--- config.mk ---
export PLATFORM = sky130hd
export DESIGN_NAME = reg_file32
export DESIGN_NICKNAME = d
export VERILOG_FILES = /design/src/rtl/reg_file32_pkg.sv /design/src/rtl/reg_file32_reg32_en.sv /design/src/rtl/reg_file32.sv
export SDC_FILE = /design/constraint.sdc
export NUM_CORES = 2
export LEC_CHECK = 0
export CAP_MARGIN = 15
export CORE_MARGIN = 4
export CORE_UTILIZATION = 40
export DETAILED_ROUTE_END_ITERATION = 10
export PLACE_DENSITY_LB_ADDON = 0.25
export SYNTH_ARGS = -nofsm -noshare
export SYNTH_HDL_FRONTEND = slang
export SYNTH_SLANG_ARGS = --single-unit
--- constraint.sdc ---
create_clock -name clk -period 3.82 [get_ports clk]
set_clock_uncertainty 0.05 [all_clocks]
set_input_delay 0.955 -clock clk [delete_from_list [all_inputs] [get_ports clk]]
set_output_delay 0.955 -clock clk [all_outputs]
set_load 0.05 [all_outputs]
--- src/rtl/reg_file32_pkg.sv ---
// Shared sizing and constants for the 32 x 32-bit register file.
package reg_file32_pkg;

    localparam int unsigned DATA_W    = 32;
    localparam int unsigned ADDR_W    = 5;
    localparam int unsigned REG_COUNT = 32;

    localparam logic [4:0]  ZERO_REG  = 5'd0;
    localparam logic [31:0] RESET_VAL = 32'h0000_0000;

endpackage

--- src/rtl/reg_file32_reg32_en.sv ---
// Single storage word: synchronous active-high reset plus load enable.
module reg32_en #(
    parameter int unsigned DATA_W  = 32,
    parameter logic [DATA_W-1:0] RST_VAL = '0
) (
    input  logic              i_clk,
    input  logic              i_rst,
    input  logic              i_en,
    input  logic [DATA_W-1:0] i_d,
    output logic [DATA_W-1:0] o_q
);

    logic [DATA_W-1:0] r_q;

    always_ff @(posedge i_clk) begin
        if (i_rst) begin
            r_q <= RST_VAL;
        end else if (i_en) begin
            r_q <= i_d;
        end
    end

    assign o_q = r_q;

endmodule

--- src/rtl/reg_file32.sv ---
// Two-read, one-write register file; index 0 has no storage and reads zero.
module reg_file32 #(
    parameter int unsigned DATA_W = reg_file32_pkg::DATA_W,
    parameter int unsigned ADDR_W = reg_file32_pkg::ADDR_W,
    parameter int unsigned BYPASS = 0
) (
    input  logic              clk,
    input  logic              reset,
    input  logic              reg_write,
    input  logic [ADDR_W-1:0] write_reg,
    input  logic [DATA_W-1:0] write_data,
    input  logic [ADDR_W-1:0] read_reg1,
    input  logic [ADDR_W-1:0] read_reg2,
    output logic [DATA_W-1:0] read_data1,
    output logic [DATA_W-1:0] read_data2
);

    import reg_file32_pkg::*;

    localparam int unsigned NREGS = 2 ** ADDR_W;
    localparam logic [ADDR_W-1:0] ZERO_IDX = ADDR_W'(ZERO_REG);

    logic [DATA_W-1:0] w_regs [NREGS];
    logic              w_wr_live;
    logic              w_hit1;
    logic              w_hit2;

    // A write only reaches storage when not in reset and not aimed at r0.
    assign w_wr_live = reg_write & ~reset & (write_reg != ZERO_IDX);

    assign w_regs[0] = '0;

    for (genvar i = 1; i < NREGS; i++) begin : g_reg
        logic w_en;

        assign w_en = w_wr_live & (write_reg == ADDR_W'(i));

        reg32_en #(
            .DATA_W  (DATA_W),
            .RST_VAL (DATA_W'(RESET_VAL))
        ) u_reg (
            .i_clk (clk),
            .i_rst (reset),
            .i_en  (w_en),
            .i_d   (write_data),
            .o_q   (w_regs[i])
        );
    end

    always_comb begin
        w_hit1 = (BYPASS != 0) && w_wr_live && (write_reg == read_reg1);
        w_hit2 = (BYPASS != 0) && w_wr_live && (write_reg == read_reg2);
        read_data1 = w_hit1 ? write_data : w_regs[read_reg1];
        read_data2 = w_hit2 ? write_data : w_regs[read_reg2];
    end

endmodule

==> flow_metrics.env <==
export IMPL_p_switching_w=0.00601
export IMPL_worst_slack_ns=-0.217
export IMPL_p_int_w=0.0181
export IMPL_hold_depth=2
export IMPL_min_to="g_reg[22].u_reg.o_q[16]"
export IMPL_clock_latency_ns=0.70
export IMPL_drive_gt1_frac=0.246
export IMPL_layout_nets=5744
export IMPL_fillers=11200
export IMPL_cts_buffers=107
export IMPL_grt_pass1_wl_um=308000
export IMPL_r2r_start="g_reg[4].u_reg.o_q[28]"
export IMPL_vias_per_cell=6.25
export IMPL_highest_signal_layer="met5"
export IMPL_fmax_mhz=248
export IMPL_p_leak_nw=20.4
export IMPL_firstDrtPassIters=8
export IMPL_clockRootBuffer="clkbuf_16"
export IMPL_place_hpwl_um=133000
export IMPL_p_clk_frac=0.477
export IMPL_cp_end_kind="output port"
export IMPL_final_hold_viol_count=0
export IMPL_synth_fa_ha_area_frac=0
export IMPL_critPathLaunchType="primary input"
export IMPL_cp_startpoint="read_reg2[0]"
export IMPL_cts_tree="done"
export IMPL_wire_per_inst_um=29.0
export IMPL_finalCritPeriodShare=1.06
export IMPL_synth_top_family_by_area="multiplexers"
export IMPL_async_flop_share=0
export IMPL_tns_ns=-5.61
export IMPL_grt_pass1_vias=43800
export IMPL_period_needed_ns=4.04
export IMPL_synth_xor_area_frac=0
export IMPL_area_growth_syn_to_layout_pct=22.4
export IMPL_path_clk_slew_ns=0.06
export IMPL_grt_overflow=0
export IMPL_maxSlewViolCount=0
export IMPL_yosysMostFrequentCell="nand2_1"
export IMPL_violations="setup timing"
export IMPL_vias=46300
export IMPL_rsz0062_at_grt="yes"
export IMPL_muxShareOfSynthArea=0.256
export IMPL_fp_dieH_um=362
export IMPL_cts_buffer_depth=3
export IMPL_largest_reg_flops=992
export IMPL_rr_endpoint="g_reg[4].u_reg.o_q[28]"
export IMPL_maxSlewHeadroom=0.209
export IMPL_ios=114
export IMPL_combinationalPowerShare=0.091
export IMPL_swShare=0.250
export IMPL_ys_seq_elements=992
export IMPL_synth_compound_area_frac=0.138
export IMPL_worstPathArrival_ns=3.03
export IMPL_die_w_um=362
export IMPL_final_core_util=0.495
export IMPL_p_per_area_nw_per_um2=392
export IMPL_dr_wl_met2_um=93100
export IMPL_maxCapViolations=0
export IMPL_setup_violations_final=35
export IMPL_synth_simple_gate_area_share=0.162
export IMPL_synth_edff_count=0
export IMPL_regArea_um2=19900
export IMPL_start_util=0.404
export IMPL_routed_wl_um=215000
export IMPL_ys_flop_type="dfxtp_1"
export IMPL_yosysTopAreaCell="dfxtp_1"
export IMPL_reg2reg_depth=2
export IMPL_syn_area_um2=50200
export IMPL_worst_pin_slew_ns=1.19
export IMPL_wl_met3_um=25600
export IMPL_p_seq_frac=0.433
export IMPL_max_vdd_ir_drop_mv=0.395
export IMPL_synth_common_cells="1987 x nand2_1, 992 x a21oi_1, 992 x dfxtp_1"
export IMPL_synth_area_leaders="dfxtp_1 40%, mux4_2 22%, nand2_1 15%"
export IMPL_synth_top_cell_area_share=0.395
export IMPL_drc=0
export IMPL_outcome="complete, but fails checks"
export IMPL_p_total_w=0.0241
export IMPL_ys_warn_count=0
export IMPL_num_rows=129
export IMPL_min_delay_start="g_reg[22].u_reg.o_q[16]"
export IMPL_worstPathRequired_ns=2.81
export IMPL_die_area_um2=131000
export IMPL_finalWeightedCongestion=0.916
export IMPL_grt_usage=0.315
export IMPL_multi_input_area_um2=28900
export IMPL_io_buffer_count=113
export IMPL_yosysSeqAreaShare=0.395
export IMPL_avgSynthCellArea_um2=8.94
export IMPL_synth_nets=5667
export IMPL_drtIter0Drc=5853
export IMPL_grt_max_degree=225
export IMPL_critPathKind="primary input to output port"
export IMPL_antenna_found_initial=4
export IMPL_clock_sinks=992
export IMPL_synth_cells=5617
export IMPL_netlist_cell_type_count=29
export IMPL_wl_met1_um=81000
export IMPL_min_path_type="flip-flop to flip-flop"
export IMPL_ant_nets=0
export IMPL_cts_htree_levels=3
export IMPL_r2r_slack_ns=3.03
export IMPL_crit_fanout=15
export IMPL_core_um2=124000
-- critical path, cell delays in order --
cell and delay (ns):
buf_16 0.14, buf_16 0.20, buf_12 0.19, mux4_2 0.52, mux4_2 0.49, mux2_4 0.32, buf_4 0.20
-- kinds of logic (layout without fill, tap and decap cells) --
group / Yosys count / count (layout)
compound gates: 1248 / 1248
mux: 672 / 672
buf+inv: 600 / 764
flops: 992 / 992
simple gates: 2105 / 2105
other cells: 0 / 2
-- per-stage QoR --
step	hold WS (ns)	cells	setup WS, ns	area (um^2)
global placement	0.401	7177	-0.467	56200
detailed placement	0.408	7177	-0.471	56200
finish	0.417	7420	-0.217	61500
floorplan	0.392	5617	-0.0311	50800
CTS	0.416	7399	-0.218	60900
global route	0.431	7418	-0.233	61500
-- cells in the final DEF (no fill, tap or decap), types with 38 or more instances in the layout --
cell type | synthesis | final
buf_4 | 21 | 325
dfxtp_1 | 992 | 992
buf_12 | 0 | 109
mux4_2 | 480 | 480
buf_6 | 3 | 44
a21oi_1 | 992 | 992
clkdlybuf4s50_1 | 0 | 38
mux2_2 | 96 | 64
clkbuf_16 | 0 | 122
nand2_1 | 1987 | 1986
mux2i_1 | 96 | 92
a22o_1 | 128 | 128
-- per-layer routing --
metal / GRT usage / vias up
met1: 0.412 / 22700
met3: 0.0737 / 790
met2: 0.479 / 3024
met4: 0.183 / 2
met5: 0 / -
li1: - / 19900
-- cell type report --
type | count | share of cell area
antenna | 2 | 0.0000814
clock buffer | 147 | 0.0513
clock inverter | 49 | 0.0118
inverter | 1 | 0.0000611
multi-input combinational | 4025 | 0.470
sequential | 992 | 0.323
tap | 1637 | 0.0333
timing repair buffer | 567 | 0.110
-- power groups by stage --
stage,registers (W),clock network [W],logic (W)
floorplan,0.0106,0,0.00113
global placement,0.0106,0,0.00194
detailed placement,0.0107,0,0.00196
CTS,0.0104,0.0115,0.00207
global route,0.0104,0.0120,0.00224
finish,0.0104,0.0115,0.00219
-- how the worst max path moves through the flow --
stage,slack (ns),to,depth (start not counted)
after global routing,-0.23,read_data2[17],7
final,-0.22,read_data2[17],7
after detailed placement,-0.47,read_data2[17],6
after CTS,-0.22,read_data2[23],7
after global placement,-0.47,read_data2[17],6
after floorplan,-0.03,read_data2[10],7
-- what timing repair did --
action                                  in CTS  in global routing
endpoints found under the setup margin      61                 53
endpoints found under the hold margin        0                  0
gates resized for setup                     82                 75
buffers inserted                            14                  7
cloned                                      12                 13
pin swaps                                    2                  7
hold buffers                                 0                  0
Power figures use the tool's default switching activity.
